--- src/rtl/seg_scan_pkg.sv ---
// Shared constants and types for the seven-segment display blocks.
// Latency: none (declarations only).
// Backpressure: none.
package seg_scan_pkg;

    // Active-low "everything off" patterns shared by all display blocks
    localparam logic [6:0] SEG_OFF  = 7'h7F;
    localparam logic [3:0] DIG_NONE = 4'hF;

    // One complete frame's worth of display content
    typedef struct packed {
        logic [15:0] value;
        logic [3:0]  dp;
        logic        blank_lz;
    } disp_t;

    // Bit i set when nibbles 3..i are all zero; digit 0 is never a leading zero
    function automatic logic [3:0] lead_zero(input logic [15:0] v);
        logic [3:0] lz;
        lz[3] = (v[15:12] == 4'h0);
        lz[2] = lz[3] && (v[11:8] == 4'h0);
        lz[1] = lz[2] && (v[7:4] == 4'h0);
        lz[0] = 1'b0;
        return lz;
    endfunction

endpackage

--- src/rtl/seg_scan_dec.sv ---
// Hex nibble to active-low {g,f,e,d,c,b,a} segment decoder.
// Latency: combinational.
// Backpressure: none.
module seg_scan_dec (
    input  logic [3:0] bin_data,
    output logic [6:0] seg_data
);

    // Lookup of the sixteen hex glyphs (lowercase b and d)
    always_comb begin
        seg_data = 7'h7F;
        case (bin_data)
            4'h0: seg_data = 7'h40;
            4'h1: seg_data = 7'h79;
            4'h2: seg_data = 7'h24;
            4'h3: seg_data = 7'h30;
            4'h4: seg_data = 7'h19;
            4'h5: seg_data = 7'h12;
            4'h6: seg_data = 7'h02;
            4'h7: seg_data = 7'h78;
            4'h8: seg_data = 7'h00;
            4'h9: seg_data = 7'h10;
            4'hA: seg_data = 7'h08;
            4'hB: seg_data = 7'h03;
            4'hC: seg_data = 7'h46;
            4'hD: seg_data = 7'h21;
            4'hE: seg_data = 7'h06;
            4'hF: seg_data = 7'h0E;
            default: seg_data = 7'h7F;
        endcase
    end

endmodule

--- src/rtl/seg_scan.sv ---
// Four-digit multiplexed seven-segment scanner with frame-synchronous update.
// Latency: outputs one cycle after scan state; loads take effect at next frame boundary.
// Backpressure: none; a newer load overwrites an unapplied one, upd_ack marks the swap.
module seg_scan
    import seg_scan_pkg::*;
#(
    parameter int CLK_DIV   = 50000,
    parameter int BLANK_CYC = 500
) (
    input  logic        clk,
    input  logic        rst_n,
    input  logic        load,
    input  logic [15:0] value,
    input  logic [3:0]  dp_in,
    input  logic        blank_lz,
    output logic        upd_ack,
    output logic [6:0]  seg_data,
    output logic        dp_n,
    output logic [3:0]  dig_sel
);

    localparam int CW = (CLK_DIV > 1) ? $clog2(CLK_DIV) : 1;
    localparam logic [CW-1:0] CNT_MAX = CW'(CLK_DIV - 1);
    localparam logic [CW-1:0] CNT_BLK = CW'(BLANK_CYC);

    logic [CW-1:0] cnt;
    logic [1:0]    idx;
    logic          tick;
    logic          frame_end;

    disp_t         shadow;
    disp_t         disp;
    disp_t         load_dat;
    logic          pending;

    logic [3:0]    cur_nib;
    logic [6:0]    cur_seg;
    logic          cur_dp;
    logic [3:0]    lz;
    logic          slot_blank;

    assign tick      = (cnt == CNT_MAX);
    assign frame_end = tick && (idx == 2'd3);
    assign load_dat  = '{value: value, dp: dp_in, blank_lz: blank_lz};

    // Prescaler and digit index: one slot per CLK_DIV cycles, four slots per frame
    always_ff @(posedge clk or negedge rst_n) begin
        if (!rst_n) begin
            cnt <= '0;
            idx <= 2'd0;
        end else if (tick) begin
            cnt <= '0;
            idx <= idx + 2'd1;
        end else begin
            cnt <= cnt + CW'(1);
        end
    end

    // Shadow/display double buffer; a load coinciding with the boundary bypasses the shadow
    always_ff @(posedge clk or negedge rst_n) begin
        if (!rst_n) begin
            shadow  <= '0;
            disp    <= '0;
            pending <= 1'b0;
            upd_ack <= 1'b0;
        end else begin
            upd_ack <= 1'b0;
            if (load) begin
                shadow <= load_dat;
            end
            if (frame_end && (load || pending)) begin
                disp    <= load ? load_dat : shadow;
                pending <= 1'b0;
                upd_ack <= 1'b1;
            end else if (load) begin
                pending <= 1'b1;
            end
        end
    end

    // Select the nibble and decimal point for the active slot
    always_comb begin
        cur_nib = disp.value[3:0];
        cur_dp  = disp.dp[0];
        case (idx)
            2'd0: begin cur_nib = disp.value[3:0];   cur_dp = disp.dp[0]; end
            2'd1: begin cur_nib = disp.value[7:4];   cur_dp = disp.dp[1]; end
            2'd2: begin cur_nib = disp.value[11:8];  cur_dp = disp.dp[2]; end
            2'd3: begin cur_nib = disp.value[15:12]; cur_dp = disp.dp[3]; end
            default: begin cur_nib = disp.value[3:0]; cur_dp = disp.dp[0]; end
        endcase
    end

    assign lz         = lead_zero(disp.value);
    assign slot_blank = (cnt < CNT_BLK);

    seg_scan_dec u_dec (
        .bin_data (cur_nib),
        .seg_data (cur_seg)
    );

    // Registered drive: blank window first, then the digit with optional zero suppression
    always_ff @(posedge clk or negedge rst_n) begin
        if (!rst_n) begin
            seg_data <= SEG_OFF;
            dp_n     <= 1'b1;
            dig_sel  <= DIG_NONE;
        end else if (slot_blank) begin
            seg_data <= SEG_OFF;
            dp_n     <= 1'b1;
            dig_sel  <= DIG_NONE;
        end else begin
            seg_data <= (disp.blank_lz && lz[idx]) ? SEG_OFF : cur_seg;
            dp_n     <= ~cur_dp;
            dig_sel  <= ~(4'b0001 << idx);
        end
    end

endmodule

--- config.mk ---
export PLATFORM = sky130hd
export DESIGN_NAME = seg_scan
export DESIGN_NICKNAME = d
export VERILOG_FILES = /design/src/rtl/seg_scan_pkg.sv /design/src/rtl/seg_scan_dec.sv /design/src/rtl/seg_scan.sv
export SDC_FILE = /design/constraint.sdc
export NUM_CORES = 1
export LEC_CHECK = 0
export ABC_CLOCK_PERIOD_IN_PS = 4000
export BUFFER_PORTS_ARGS = -buffer_cell sky130_fd_sc_hd__buf_2
export CAP_MARGIN = 10
export CORE_UTILIZATION = 38
export DETAILED_ROUTE_END_ITERATION = 10
export PLACE_DENSITY = 0.52
export SLEW_MARGIN = 20
export SYNTH_ARGS = -nofsm -noshare
export SYNTH_HDL_FRONTEND = slang
export SYNTH_HIERARCHICAL = 1
export SYNTH_SLANG_ARGS = --single-unit
--- constraint.sdc ---
create_clock -name clk -period 4 [get_ports clk]
set_clock_uncertainty 0.1 [all_clocks]
set_input_delay 0.6 -clock clk [delete_from_list [all_inputs] [get_ports clk]]
set_output_delay 0.6 -clock clk [all_outputs]
set_load 0.005 [all_outputs]
==> results.md <==
- Final-report hold violation count: 0
- Internal Power: 1.08 mW
- Critical path endpoint category: register
- Clk network pwr share: around two fifths
- Ys flop type: dfrtp_1
- Max IR drop VDD: between 0.15 and 0.2 mV
- Initial core utilization: a little under 40%
- Clock buffer depth: 2
- Max incr delay on CP: between 0.4 and 0.5 ns
- Initial DRC Count: between 100 and 150
- Routed len/inst: 14.7 um
- Grt ovf: 0
- Required time worst endpoint: approximately 4.2 ns
- Fin. max-slew vios: 0
- EDFF count, synth: 0
- Crit. path cell count: 10
- DRC: 0
- Number of diodes: 0
- Cts bufs inserted: 9
- Max_slew headroom: about 47%
- Status: complete, no violations
- Routed WL: ~6.3 mm
- Layout area overhead: 13.4%
- Synthesized flop and latch total: 74
- Gates resized, CTS repair: 0
- Sink Count: 74
- Clock period minus worst slack: between 2 and 3 ns
- Syn Inst Count: between 200 and 300
- Yosys Warn Count: 6
- Crit Path Category: reg2reg
- Row count: 34
- Worst Hold Class: in2async
- Avg Synthesized Cell Area: about 13 um^2
- Worst-path cell chain: inv_1 -> ha_1 -> a222oi_1 -> mux2i_1 -> inv_1 -> ha_1 -> inv_1 -> mux4_1 -> nor2_1 -> nand2_1
- RSZ-0062 raised after global routing: false
- Vias in the first global route: roughly 2200
- Full die area: approximately 0.0094 mm^2
- CP dominant cell by count: inv_1
- # H-tree levels: 3
- Root Buffer: clkbuf_8
- CP max FO: 7
- Most frequent cells in the layout: dfrtp_1 (62), buf_2 (36), mux2_2 (24)
- Fin crit share: 72.4%
- Library cells used by synthesis: 42
- Worst r2r src: idx[0]
- Post-CTS setup buffer count: 0
- Core area: approximately 0.0088 mm^2
- Critical Path AT: approximately 3.1 ns
- Clk slew on worst S/H paths: about 0.080 ns
- Global-route usage over all layers: between 10% and 20%
- Nets@finish: between 300 and 400
- Fraction of registers with async set/reset: 100%
- Post-Syn Nets: between 300 and 400
- CTS tree: built
- IO buf count: 36
- Post-route ant nets: 0
- Comb pwr share: under 10%
- Clock latency on the worst-skew pair: between 0.3 and 0.4 ns
- Leak: 1.91 nW
- Synth Cell Area: 0.00344 mm^2
- Max Cap Violations: 0
- Die H: about 97 um
- Commonest non-fill, non-tap cell in the layout: dfrtp_1
- Vias: between 2000 and 2500
- Buf+Inv Stages, Crit Path: 3
- Register area share after synthesis: 54.2%
- # setup viols final: 0
- First-pass DRT Iterations: 5
- Sequential share of power: a little under three fifths
- Gpl congestion: between 0.8 and 0.9
- Ports: 37
- CP max-delay cell: mux4_1
- Switching share of power: 22.8%
- Via density: approximately 5.0
- Worst-Margin Slew: 0.770 ns
- Fraction of layout cells with a size suffix above 1: a little over a third
- Worst R2R Setup Slack: ~1.1 ns
- Fmax: ~0.35 GHz
- PD cells: about 360 mW/mm^2
- Setup_tns: 0 ns
- Post-DP HPWL: roughly 4.4 mm
- Global-route wire length before repair: ~11 mm
- Startpoint types: register
- Die W: 97.2 um
- Initial antenna violation count: 0
- Top delay family on crit path: multiplexers
- Worst hold slack: approximately 0.20 ns
- R2r worst-path depth: 10
- Switching pwr: 321 uW
- Hold_buf cts: 0
- Pin count of the biggest net entering global routing: 34
- R2R Path End: seg_data[3]
-- cell usage after synthesis (3+ instances only) --
library cell / number / area (um^2)
o21ai_0: 7 / 35.0
nor3_1: 7 / 35.0
nand3_1: 5 / 25.0
dfstp_2: 12 / 315
xnor2_1: 5 / 43.8
mux2_4: 16 / 240
mux2i_1: 8 / 80.1
nand2_1: 21 / 78.8
and3_1: 6 / 37.5
nor2_1: 19 / 71.3
mux2_2: 24 / 270
buf_6: 3 / 33.8
inv_1: 13 / 48.8
xor2_1: 6 / 52.6
dfrtp_1: 62 / 1550
nand4_1: 3 / 18.8
a222oi_1: 5 / 50.1
ha_1: 13 / 163
a21oi_1: 8 / 40.0
buf_1: 3 / 11.3
-- final cells by class --
cell class / count / area, um^2
sequential: 74 / 1870
clock buffer: 9 / 124
inverter: 13 / 48.8
clock inverter: 6 / 67.6
multi-input combinational: 175 / 1450
tap: 108 / 135
fill: 841 / 4860
timing repair buffer: 40 / 210
-- per-stage QoR --
stage | setup WS, ns | std cells | util (%) | total power, mW | cell area, um^2
2_1_floorplan | 1.31 | 272 | - | 0.817 | 3440
3_3_place_gp | 1.21 | 410 | 42.4 | 0.853 | 3710
3_5_place_dp | 1.12 | 410 | 42.4 | 0.853 | 3710
4_1_cts | 1.10 | 425 | 44.6 | 1.42 | 3910
5_1_grt | 0.891 | 425 | 44.6 | 1.46 | 3910
6_report | 1.10 | 425 | 44.6 | 1.41 | 3910
-- kinds of logic after synthesis --
group	synth area share, %
mux	17.9
flops	54.2
buf+inv	3.56
simple gates	11.2
xor+xnor	2.80
fa+ha+maj	4.73
compound gates	5.60
-- power by group through the flow --
stage / sequential (mW) / clock (mW) / combinational (mW)
2_1_floorplan: 0.787 / 0 / 0.0302
3_3_place_gp: 0.788 / 0 / 0.0648
3_5_place_dp: 0.789 / 0 / 0.0649
4_1_cts: 0.774 / 0.585 / 0.0653
5_1_grt: 0.776 / 0.618 / 0.0710
6_report: 0.774 / 0.569 / 0.0621
-- sequential cells by signal (all words and copies together) (netlist names) --
signal and cells:
disp 21, pending 1, shadow 21, seg_data 7, dp_n 1, dig_sel 4, idx 2, cnt 16
upd_ack 1
-- metal layers --
layer / track usage (%) / up-vias / part of all wire [%]
met2: 21.1 / 46 / 42
met3: 2.95 / 8 / 3.5
met1: 20.9 / 1038 / 52
met4: 7.35 / 0 / 1.8
met5: 0 / - / 0
li1: - / 1041 / -
-- worst max path at each step --
stage,from,to,slack [ns]
2_1_floorplan,idx[0],seg_data[3],1.31
3_3_place_gp,idx[0],seg_data[3],1.21
3_5_place_dp,idx[0],seg_data[3],1.12
4_1_cts,idx[0],seg_data[3],1.10
5_1_grt,idx[0],seg_data[3],0.89
6_report,idx[0],seg_data[3],1.10
Note: power is estimated with default switching activity, not from simulation.
